===== src/rtl/mig_multiport_if_if.sv =====
// Requester-side and MIG-side signal bundle for the multiport MIG front end.
// The controller uses the slave modport; the environment (requesters plus MIG) uses master.
// Vector signals carry one slice per port, with port p at slice p.
interface mig_multiport_if_if #(
  parameter int NUM_PORTS        = 2,
  parameter int APPDATA_WIDTH    = 128,
  parameter int BEATS            = 2,
  parameter int INPUT_ADDR_WIDTH = 31
);
  logic                                      phy_init_done;
  logic [NUM_PORTS-1:0]                      req_wren;
  logic [NUM_PORTS-1:0]                      req_rden;
  logic [NUM_PORTS*INPUT_ADDR_WIDTH-1:0]     req_addr;
  logic [NUM_PORTS*BEATS*APPDATA_WIDTH-1:0]  req_wr_data;
  logic [NUM_PORTS-1:0]                      req_ack;
  logic [NUM_PORTS-1:0]                      rd_valid;
  logic [NUM_PORTS-1:0]                      rd_err;
  logic [BEATS*APPDATA_WIDTH-1:0]            rd_data;
  logic                                      app_af_afull;
  logic                                      app_wdf_afull;
  logic                                      rd_data_valid;
  logic [APPDATA_WIDTH-1:0]                  rd_data_fifo_out;
  logic                                      app_af_wren;
  logic [INPUT_ADDR_WIDTH-1:0]               app_af_addr;
  logic [2:0]                                app_af_cmd;
  logic                                      app_wdf_wren;
  logic [APPDATA_WIDTH-1:0]                  app_wdf_data;
  logic [APPDATA_WIDTH/8-1:0]                app_wdf_mask_data;

  modport slave (
    input  phy_init_done, req_wren, req_rden, req_addr, req_wr_data,
           app_af_afull, app_wdf_afull, rd_data_valid, rd_data_fifo_out,
    output req_ack, rd_valid, rd_err, rd_data,
           app_af_wren, app_af_addr, app_af_cmd, app_wdf_wren, app_wdf_data, app_wdf_mask_data
  );

  modport master (
    output phy_init_done, req_wren, req_rden, req_addr, req_wr_data,
           app_af_afull, app_wdf_afull, rd_data_valid, rd_data_fifo_out,
    input  req_ack, rd_valid, rd_err, rd_data,
           app_af_wren, app_af_addr, app_af_cmd, app_wdf_wren, app_wdf_data, app_wdf_mask_data
  );
endinterface


===== src/rtl/mig_multiport_if.sv =====
// Round-robin multiport front end for a MIG controller; one line-sized transaction in flight.
// Latency: grant on the request edge, command and req_ack one edge later, write beats follow one per cycle.
// Backpressure: commands stall on app_af_afull/app_wdf_afull; write beats stall on app_wdf_afull; reads time out.
module mig_multiport_if #(
  parameter int NUM_PORTS        = 2,
  parameter int APPDATA_WIDTH    = 128,
  parameter int BEATS            = 2,
  parameter int INPUT_ADDR_WIDTH = 31,
  parameter int RD_TIMEOUT       = 1023
) (
  input logic              clk,
  input logic              rst_n,
  mig_multiport_if_if.slave bus
);
  localparam int W      = APPDATA_WIDTH;
  localparam int LINE_W = BEATS * APPDATA_WIDTH;
  localparam int AW     = INPUT_ADDR_WIDTH;
  localparam int PW     = (NUM_PORTS > 1) ? $clog2(NUM_PORTS) : 1;
  localparam int BW     = (BEATS > 1) ? $clog2(BEATS) : 1;
  localparam int TW     = $clog2(RD_TIMEOUT + 1);
  localparam logic [BW-1:0] LAST_BEAT = BW'(BEATS - 1);
  localparam logic [TW-1:0] TO_LAST   = TW'(RD_TIMEOUT - 1);

  typedef enum logic [2:0] {IDLE, WR_CMD, WR_DATA, RD_CMD, RD_WAIT} state_t;

  state_t                state;
  logic [PW-1:0]         rr_ptr;
  logic [PW-1:0]         port;
  logic [AW-1:0]         addr_q;
  logic [LINE_W-1:0]     wr_line;
  logic [LINE_W-1:0]     rd_line;
  logic [LINE_W-1:0]     line_nxt;
  logic [BW-1:0]         beat_cnt;
  logic [TW-1:0]         to_cnt;
  logic [NUM_PORTS-1:0]  pend;
  logic [NUM_PORTS-1:0]  port_oh;
  logic                  gnt_vld;
  logic [PW-1:0]         gnt_port;
  logic [PW-1:0]         rr_nxt;

  function automatic logic [PW-1:0] wrap_idx(input int i);
    return PW'(i % NUM_PORTS);
  endfunction

  // Mask is never used: every write covers the full beat.
  assign bus.app_wdf_mask_data = '0;
  assign port_oh = NUM_PORTS'(1) << port;
  assign rr_nxt  = (gnt_port == PW'(NUM_PORTS - 1)) ? '0 : gnt_port + 1'b1;

  // Round-robin pick: scan from rr_ptr upward; iterating backwards leaves the nearest requester selected.
  always_comb begin
    pend     = bus.req_wren | bus.req_rden;
    gnt_vld  = 1'b0;
    gnt_port = '0;
    for (int k = NUM_PORTS - 1; k >= 0; k--) begin
      if (pend[wrap_idx(int'(rr_ptr) + k)]) begin
        gnt_vld  = 1'b1;
        gnt_port = wrap_idx(int'(rr_ptr) + k);
      end
    end
  end

  // Read line with the incoming beat merged into its slot, so the final beat can land in rd_data on the same edge.
  always_comb begin
    line_nxt = rd_line;
    line_nxt[beat_cnt*W +: W] = bus.rd_data_fifo_out;
  end

  // Main controller FSM; all MIG strobes and requester pulses are registered here and default low each cycle.
  always_ff @(posedge clk or negedge rst_n) begin
    if (!rst_n) begin
      state            <= IDLE;
      rr_ptr           <= '0;
      port             <= '0;
      addr_q           <= '0;
      wr_line          <= '0;
      rd_line          <= '0;
      beat_cnt         <= '0;
      to_cnt           <= '0;
      bus.req_ack      <= '0;
      bus.rd_valid     <= '0;
      bus.rd_err       <= '0;
      bus.rd_data      <= '0;
      bus.app_af_wren  <= 1'b0;
      bus.app_af_addr  <= '0;
      bus.app_af_cmd   <= '0;
      bus.app_wdf_wren <= 1'b0;
      bus.app_wdf_data <= '0;
    end else begin
      bus.req_ack      <= '0;
      bus.rd_valid     <= '0;
      bus.rd_err       <= '0;
      bus.app_af_wren  <= 1'b0;
      bus.app_wdf_wren <= 1'b0;
      case (state)
        IDLE: begin
          if (bus.phy_init_done && gnt_vld) begin
            port    <= gnt_port;
            rr_ptr  <= rr_nxt;
            addr_q  <= bus.req_addr[gnt_port*AW +: AW];
            wr_line <= bus.req_wr_data[gnt_port*LINE_W +: LINE_W];
            // A port asking for both gets its write first; the read stays pending.
            state   <= bus.req_wren[gnt_port] ? WR_CMD : RD_CMD;
          end
        end
        WR_CMD: begin
          if (!bus.app_af_afull && !bus.app_wdf_afull) begin
            bus.app_af_wren  <= 1'b1;
            bus.app_af_cmd   <= 3'b000;
            bus.app_af_addr  <= addr_q;
            bus.app_wdf_wren <= 1'b1;
            bus.app_wdf_data <= wr_line[W-1:0];
            bus.req_ack      <= port_oh;
            if (BEATS > 1) begin
              state    <= WR_DATA;
              beat_cnt <= BW'(1);
            end else begin
              state    <= IDLE;
            end
          end
        end
        WR_DATA: begin
          if (!bus.app_wdf_afull) begin
            bus.app_wdf_wren <= 1'b1;
            bus.app_wdf_data <= wr_line[beat_cnt*W +: W];
            if (beat_cnt == LAST_BEAT) begin
              state    <= IDLE;
              beat_cnt <= '0;
            end else begin
              beat_cnt <= beat_cnt + 1'b1;
            end
          end
        end
        RD_CMD: begin
          if (!bus.app_af_afull) begin
            bus.app_af_wren <= 1'b1;
            bus.app_af_cmd  <= 3'b001;
            bus.app_af_addr <= addr_q;
            bus.req_ack     <= port_oh;
            beat_cnt        <= '0;
            to_cnt          <= '0;
            state           <= RD_WAIT;
          end
        end
        RD_WAIT: begin
          if (bus.rd_data_valid && beat_cnt == LAST_BEAT) begin
            // Completion wins over a timeout expiring in the same cycle.
            rd_line      <= line_nxt;
            bus.rd_data  <= line_nxt;
            bus.rd_valid <= port_oh;
            beat_cnt     <= '0;
            to_cnt       <= '0;
            state        <= IDLE;
          end else begin
            if (bus.rd_data_valid) begin
              rd_line  <= line_nxt;
              beat_cnt <= beat_cnt + 1'b1;
            end
            if (to_cnt == TO_LAST) begin
              bus.rd_err <= port_oh;
              beat_cnt   <= '0;
              to_cnt     <= '0;
              state      <= IDLE;
            end else begin
              to_cnt <= to_cnt + 1'b1;
            end
          end
        end
        default: state <= IDLE;
      endcase
    end
  end
endmodule

===== src/flat_wrapper.sv =====
// flat-port wrapper written by rule: the top's interface ports become plain ports
module mig_multiport_if_flat 
#(
  parameter int NUM_PORTS        = 2,
  parameter int APPDATA_WIDTH    = 128,
  parameter int BEATS            = 2,
  parameter int INPUT_ADDR_WIDTH = 31,
  parameter int RD_TIMEOUT       = 1023
)
  (clk, rst_n, bus_phy_init_done, bus_req_wren, bus_req_rden, bus_req_addr, bus_req_wr_data, bus_app_af_afull, bus_app_wdf_afull, bus_rd_data_valid, bus_rd_data_fifo_out, bus_req_ack, bus_rd_valid, bus_rd_err, bus_rd_data, bus_app_af_wren, bus_app_af_addr, bus_app_af_cmd, bus_app_wdf_wren, bus_app_wdf_data, bus_app_wdf_mask_data);
  mig_multiport_if_if #(.NUM_PORTS(NUM_PORTS), .APPDATA_WIDTH(APPDATA_WIDTH), .BEATS(BEATS), .INPUT_ADDR_WIDTH(INPUT_ADDR_WIDTH)) bus_i ();
  input logic clk;
  input logic rst_n;
  input wire logic [$bits(bus_i.phy_init_done)-1:0] bus_phy_init_done;
  input wire logic [$bits(bus_i.req_wren)-1:0] bus_req_wren;
  input wire logic [$bits(bus_i.req_rden)-1:0] bus_req_rden;
  input wire logic [$bits(bus_i.req_addr)-1:0] bus_req_addr;
  input wire logic [$bits(bus_i.req_wr_data)-1:0] bus_req_wr_data;
  input wire logic [$bits(bus_i.app_af_afull)-1:0] bus_app_af_afull;
  input wire logic [$bits(bus_i.app_wdf_afull)-1:0] bus_app_wdf_afull;
  input wire logic [$bits(bus_i.rd_data_valid)-1:0] bus_rd_data_valid;
  input wire logic [$bits(bus_i.rd_data_fifo_out)-1:0] bus_rd_data_fifo_out;
  output wire logic [$bits(bus_i.req_ack)-1:0] bus_req_ack;
  output wire logic [$bits(bus_i.rd_valid)-1:0] bus_rd_valid;
  output wire logic [$bits(bus_i.rd_err)-1:0] bus_rd_err;
  output wire logic [$bits(bus_i.rd_data)-1:0] bus_rd_data;
  output wire logic [$bits(bus_i.app_af_wren)-1:0] bus_app_af_wren;
  output wire logic [$bits(bus_i.app_af_addr)-1:0] bus_app_af_addr;
  output wire logic [$bits(bus_i.app_af_cmd)-1:0] bus_app_af_cmd;
  output wire logic [$bits(bus_i.app_wdf_wren)-1:0] bus_app_wdf_wren;
  output wire logic [$bits(bus_i.app_wdf_data)-1:0] bus_app_wdf_data;
  output wire logic [$bits(bus_i.app_wdf_mask_data)-1:0] bus_app_wdf_mask_data;
  assign bus_i.phy_init_done = bus_phy_init_done;
  assign bus_i.req_wren = bus_req_wren;
  assign bus_i.req_rden = bus_req_rden;
  assign bus_i.req_addr = bus_req_addr;
  assign bus_i.req_wr_data = bus_req_wr_data;
  assign bus_i.app_af_afull = bus_app_af_afull;
  assign bus_i.app_wdf_afull = bus_app_wdf_afull;
  assign bus_i.rd_data_valid = bus_rd_data_valid;
  assign bus_i.rd_data_fifo_out = bus_rd_data_fifo_out;
  assign bus_req_ack = bus_i.req_ack;
  assign bus_rd_valid = bus_i.rd_valid;
  assign bus_rd_err = bus_i.rd_err;
  assign bus_rd_data = bus_i.rd_data;
  assign bus_app_af_wren = bus_i.app_af_wren;
  assign bus_app_af_addr = bus_i.app_af_addr;
  assign bus_app_af_cmd = bus_i.app_af_cmd;
  assign bus_app_wdf_wren = bus_i.app_wdf_wren;
  assign bus_app_wdf_data = bus_i.app_wdf_data;
  assign bus_app_wdf_mask_data = bus_i.app_wdf_mask_data;
  mig_multiport_if #(.NUM_PORTS(NUM_PORTS), .APPDATA_WIDTH(APPDATA_WIDTH), .BEATS(BEATS), .INPUT_ADDR_WIDTH(INPUT_ADDR_WIDTH), .RD_TIMEOUT(RD_TIMEOUT)) u_core (.clk(clk), .rst_n(rst_n), .bus(bus_i));
endmodule

===== config.mk =====
export PLATFORM = sky130hd
export DESIGN_NAME = mig_multiport_if_flat
export DESIGN_NICKNAME = d
export VERILOG_FILES = /design/src/rtl/mig_multiport_if_if.sv /design/src/rtl/mig_multiport_if.sv /design/src/flat_wrapper.sv
export SDC_FILE = /design/constraint.sdc
export NUM_CORES = 2
export LEC_CHECK = 0
export CORE_AREA = 2 2 444 446
export DETAILED_ROUTE_END_ITERATION = 8
export DIE_AREA = 0 0 446 448
export PLACE_DENSITY = 0.42
export SYNTH_ARGS = -nofsm -noshare
export SYNTH_HDL_FRONTEND = slang
export SYNTH_SLANG_ARGS = --single-unit

===== constraint.sdc =====
create_clock -name clk -period 2.05 [get_ports clk]
set_input_delay 0.41 -clock clk [delete_from_list [all_inputs] [get_ports clk]]
set_output_delay 0.41 -clock clk [all_outputs]
set_load 0.01 [all_outputs]

* Word-level counts from Yosys, hierarchy flattened
Cells that the tools add are included.
Cells by class: bitwise logic cells 1, shift-type cells 6, reduce and logical (&&, ||, !) cells 19, multipliers 1, eq/ne operators 12, muxes and demuxes 57, $add $sub $neg 5, magnitude comparators 3
Operator list (number):
- $mux W256 | 2
- $shiftx A512 B10 Y256 | 1
- $bwmux W256 | 1
- $mux W128 | 2
- $pmux W128 S2 | 1
- $shift A128 B34 Y256 const A | 1
- $shiftx A128 B34 Y256 | 1
- $shiftx A256 B9 Y128 | 1
- $mux W31 | 2
- $pmux W31 S2 | 1
- $shiftx A62 B7 Y31 | 1
- $neg A8 Y34 | 1
- $mux W10 | 3
- $mux W3 | 9
- $mux W1 | 21
- $pmux W10 S2 | 1
- $mux W2 | 8
- $pmux W3 S5 | 1
- $add A10 B1 Y10 const B | 1
- $eq A10 B10 Y1 const B | 1
- $reduce_and A2 Y1 | 4
- $reduce_bool A2 Y1 | 4
- $eq A3 B2 Y1 const B | 2
- $lt A1 B2 Y1 const B | 3
- other kinds (21) | 31
Storage, ports and cells: bits in registers 985, output and inout port bits 442, logic and storage cells 121, bits of input ports 712

* Longest topological paths before layout
depth after elaboration 10, gate-level depth with buffers 9, depth with buffers taken out 6

* Least setup slack after synthesis
OpenSTA, ideal clock, no wires.
kind register -> register, start point reg u_core.state[0], end point reg u_core.wr_line[164], setup slack 339 ps, period minus slack after synthesis 1711 ps, path buffers 5, data arrival time 1579 ps, setup time 132 ps, cell stages (with the launch flop) 10, data required time 1918 ps, path through dfrtp_1 -> buf_4 -> nor4b_2 -> o41ai_1 -> buf_2 -> buf_4 -> buf_6 -> buf_6 -> nand2_1 -> o21ai_1
Between the ends: longest elaborated chain between the ends 2
RTL lines:
- start, declared | RTL line mig_multiport_if.sv:26 | state_t state;
- start signal, assigned | RTL line mig_multiport_if.sv:103 | state <= bus.req_wren[gnt_port] ? WR_CMD : RD_CMD;
- $logic_not A3 Y1 | RTL line mig_multiport_if.sv:95 | case (state)
- $reduce_and A2 Y1 (no line)
- end signal, assigned | RTL line mig_multiport_if.sv:101 | wr_line <= bus.req_wr_data[gnt_port*LINE_W +: LINE_W];
- end, declared | RTL line mig_multiport_if.sv:30 | logic [LINE_W-1:0] wr_line;
Every way passes these cells. A chain may end at the register's enable or synchronous reset.

* Worst setup path after layout
start point reg u_core.bus.app_wdf_data[27] (netlist name), end point out bus_app_wdf_data[27]
RTL lines:
- start, declared | RTL line mig_multiport_if_if.sv:34 | app_af_wren, app_af_addr, app_af_cmd, app_wdf_wren, app_wdf_data, app_wdf_mask_data
- start signal, assigned | RTL line mig_multiport_if.sv:112 | bus.app_wdf_data <= wr_line[W-1:0];
- start signal, assigned | RTL line mig_multiport_if.sv:125 | bus.app_wdf_data <= wr_line[beat_cnt*W +: W];
- end, declared | RTL line flat_wrapper.sv:31 | output wire logic [$bits(bus_i.app_wdf_data)-1:0] bus_app_wdf_data;
No word-level cell between the ends.

==> reports/qor.yml <==
status:
  status: "finished clean"
run:
  cap_violations: 0
worst_setup_path:
  crit_path_end_kind: "output pin"
  start_kind: "register"
  crit_fanout: 2
  cpPeakStageDelay_ns: 0.40
  r2r_cells: 7
  arrival_ns: 1.53
  path_depth: 1
  worstPathRequired_ns: 1.64
  path_cells: "clkdlybuf4s15_1"
  worstSetupPathType: "reg -> out"
  cp_top_family: "flip-flops"
  critPathSlowestCell: "dfrtp_1"
  path_buf_inv: 1
die:
  start_util_pct: 18.52
  num_rows: 162
  die_h_um: 448
  core_um2: 194600
  boundaryPins: 1154
  die_area_um2: 199800
  die_w_um: 446
layout:
  post-route-util_pct: 28.52
  final.fill_count: 20535
  design_area_um2: 55500
  layout.nets: 5435
  instances_no_fill: 7356
  syn_to_final_growth_pct: 54.03
  drive_gt1_share_pct: 13.05
  multiInputGateArea_um2: 13300
  seq_area_um2: 21400
clocking:
  clock_latency_ns: 0.74
  root_buffer: "clkbuf_16"
  clk_path_buf_depth: 3
  clk_pin_slew_worst_paths_ns: 0.06
  htreeDepth: 3
  clock-sinks: 855
  cts_tree: "built"
  numCtsBuffers: 104
drt:
  first_pass_iters: 5
  detail_route.wl_per_cell_um: 21.98
  vias: 28966
  routed_via_density: 3.938
  drt_iter0_markers: 1419
  drc: 0
  drt-total-wl_um: 161700
  ant_nets: 0
sta:
  tightest_slew_ns: 0.6600
  finalCriticalPeriod_ns: 1.937
  rsz0062_at_grt: "no"
  slew_violations: 0
  timing.final.crit_share_pct: 94.49
  worst_slack_ns: 0.1130
  finalSetupViolCount: 0
  tns_ns: 0
  skew_ns: 0.03036
  max_freq_mhz: 516.3
  final-hold-violation-count: 0
  relSlewSlack_pct: 56.00
  timing.hold.ws_ns: 0.2396
synth:
  yosysSeqAreaShare_pct: 59.39
  ys_top_cells_by_area: "dfrtp_1 (59%), nand2_1 (12%), mux2i_1 (12%), o21ai_1 (4.7%), mux2_2 (3.5%)"
  syn_area_per_cell_um2: 10.64
  synthDistinctLibCells: 48
  yosysWarnings: 0
  synthFlopType: "dfrtp_1"
  synth_cells: 3385
  async_flop_share_pct: 100.0
  ys_ff_latch: 855
  yosysTopAreaCellShare_pct: 59.39
  synth_edf_count: 0
  syn-cell-area_um2: 36030
  yosys.area.top_type: "dfrtp_1"
global_routing:
  grt_max_degree: 88
  grt_overflow: 0
  grt_pass1_vias: 30231
  grt_usage_pct: 15.71
  antenna_found_initial: 42
  grt_pass1_wl_um: 226200
power_and_ir_drop:
  vdd_drop_max_mv: 0.7334
  power_mw: 71.48
  cellPowerDensity_nw_per_um2: 1288
  p_leak_nw: 27.27
hold_path:
  hold_depth: 3
  min_path_type: "in -> reg"
place:
  hpwl_um: 130100
  dp_cells: 7150
  pre_cts_ws_ns: -0.7601
  port_buffers: 1135
  postPlaceCellArea_um2: 52390
  gp_congestion: 0.8269
sequential cells by signal, summed over array words and instances (netlist names):
| signal | count |
|---|---|
| u_core.bus.rd_data | 256 |
| u_core.wr_line | 256 |
| u_core.bus.app_wdf_data | 128 |
| u_core.rd_line | 128 |
| u_core.addr_q | 31 |
| u_core.bus.app_af_addr | 31 |
| u_core.to_cnt | 10 |
| u_core.state | 3 |
| u_core.bus.rd_err | 2 |
| u_core.bus.rd_valid | 2 |
| u_core.bus.req_ack | 2 |
| u_core.beat_cnt | 1 |
| u_core.bus.app_af_cmd | 1 |
| u_core.bus.app_af_wren | 1 |
| u_core.bus.app_wdf_wren | 1 |
| u_core.port | 1 |
| u_core.rr_ptr | 1 |
cell type report:
type	instances	area share (%)
Antenna cell	9	0.04058
Multi-Input combinational cell	2296	23.96
Clock inverter	47	1.021
Inverter	11	0.07440
Clock buffer	143	5.262
Timing Repair Buffer	1453	25.34
Sequential cell	855	38.56
Tap cell	2542	5.731
path summary, 6_finish.rpt:
check	from	slack (ns)	end
max	u_core.bus.app_wdf_data[27]$_DFFE_PN0P_	0.11	bus_app_wdf_data[27]
min	bus_rd_data_fifo_out[16]	0.24	u_core.bus.rd_data[144]$_DFFE_PN0P_
max reg2reg	u_core.rr_ptr$_DFFE_PN0P_	0.12	u_core.wr_line[88]$_DFFE_PN0P_
min reg2reg	u_core.rd_line[7]$_DFFE_PN0P_	0.46	u_core.bus.rd_data[7]$_DFFE_PN0P_
max in group asynchronous	rst_n	0.84	u_core.bus.app_wdf_data[122]$_DFFE_PN0P_
min in group asynchronous	rst_n	0.25	u_core.to_cnt[2]$_DFFE_PN0P_
cells in the final DEF (no fill, tap or decap), types with 86 or more instances in the layout:
cell type           n
nand2_1          1198
dfrtp_1           850
clkdlybuf4s50_1   710
dlygate4sd2_1     414
mux2i_1           412
o21ai_1           340
buf_4             250
mux2_2            112
clkbuf_16         105
o21ai_0            86
cells by family after synthesis:
group,after synthesis,synth area share [%]
AO/OA/AOI/OAI,450,6.442
buffers and inverters,251,4.154
AND/OR/NAND/NOR,1251,13.42
multiplexers,574,16.50
XOR/XNOR,1,0.02431
flip-flops,855,59.39
adder cells (fa/ha/maj),2,0.06945
other,1,0.01041
per-layer routing:
| layer | vias up | GRT usage (%) | wire [um] |
|---|---|---|---|
| li1 | 13924 | - | - |
| met1 | 14048 | 17.63 | 61650 |
| met2 | 778 | 29.65 | 87450 |
| met3 | 196 | 4.012 | 9660 |
| met4 | 20 | 3.271 | 2817 |
| met5 | - | 0 | 131 |
cells in the mapped netlist (all sizes together), types with 6 or more instances:
| master | instances |
|---|---|
| dfrtp | 855 |
| nand2 | 1200 |
| buf | 188 |
| mux2 | 159 |
| o21ai | 427 |
| nor2b | 6 |
| inv | 11 |
| nor2 | 10 |
| mux2i | 415 |
| a21oi | 6 |
| clkbuf | 52 |
| nand3 | 9 |
power by group:
part	internal (mW)	total, mW	switching, mW
logic	11.6	24.8	13.2
clock network	11.0	18.9	7.90
registers	23.8	27.8	4.02
what timing repair did:
item / CTS / global route
gates resized for setup: 444 / 7
hold endpoints to repair: 267 / 0
buffers inserted: 3 / 3
pin swaps: 0 / 1
endpoints found under the setup margin: 682 / 104
hold buffers: 1 / 0
Note: power is estimated with default switching activity, not from simulation.
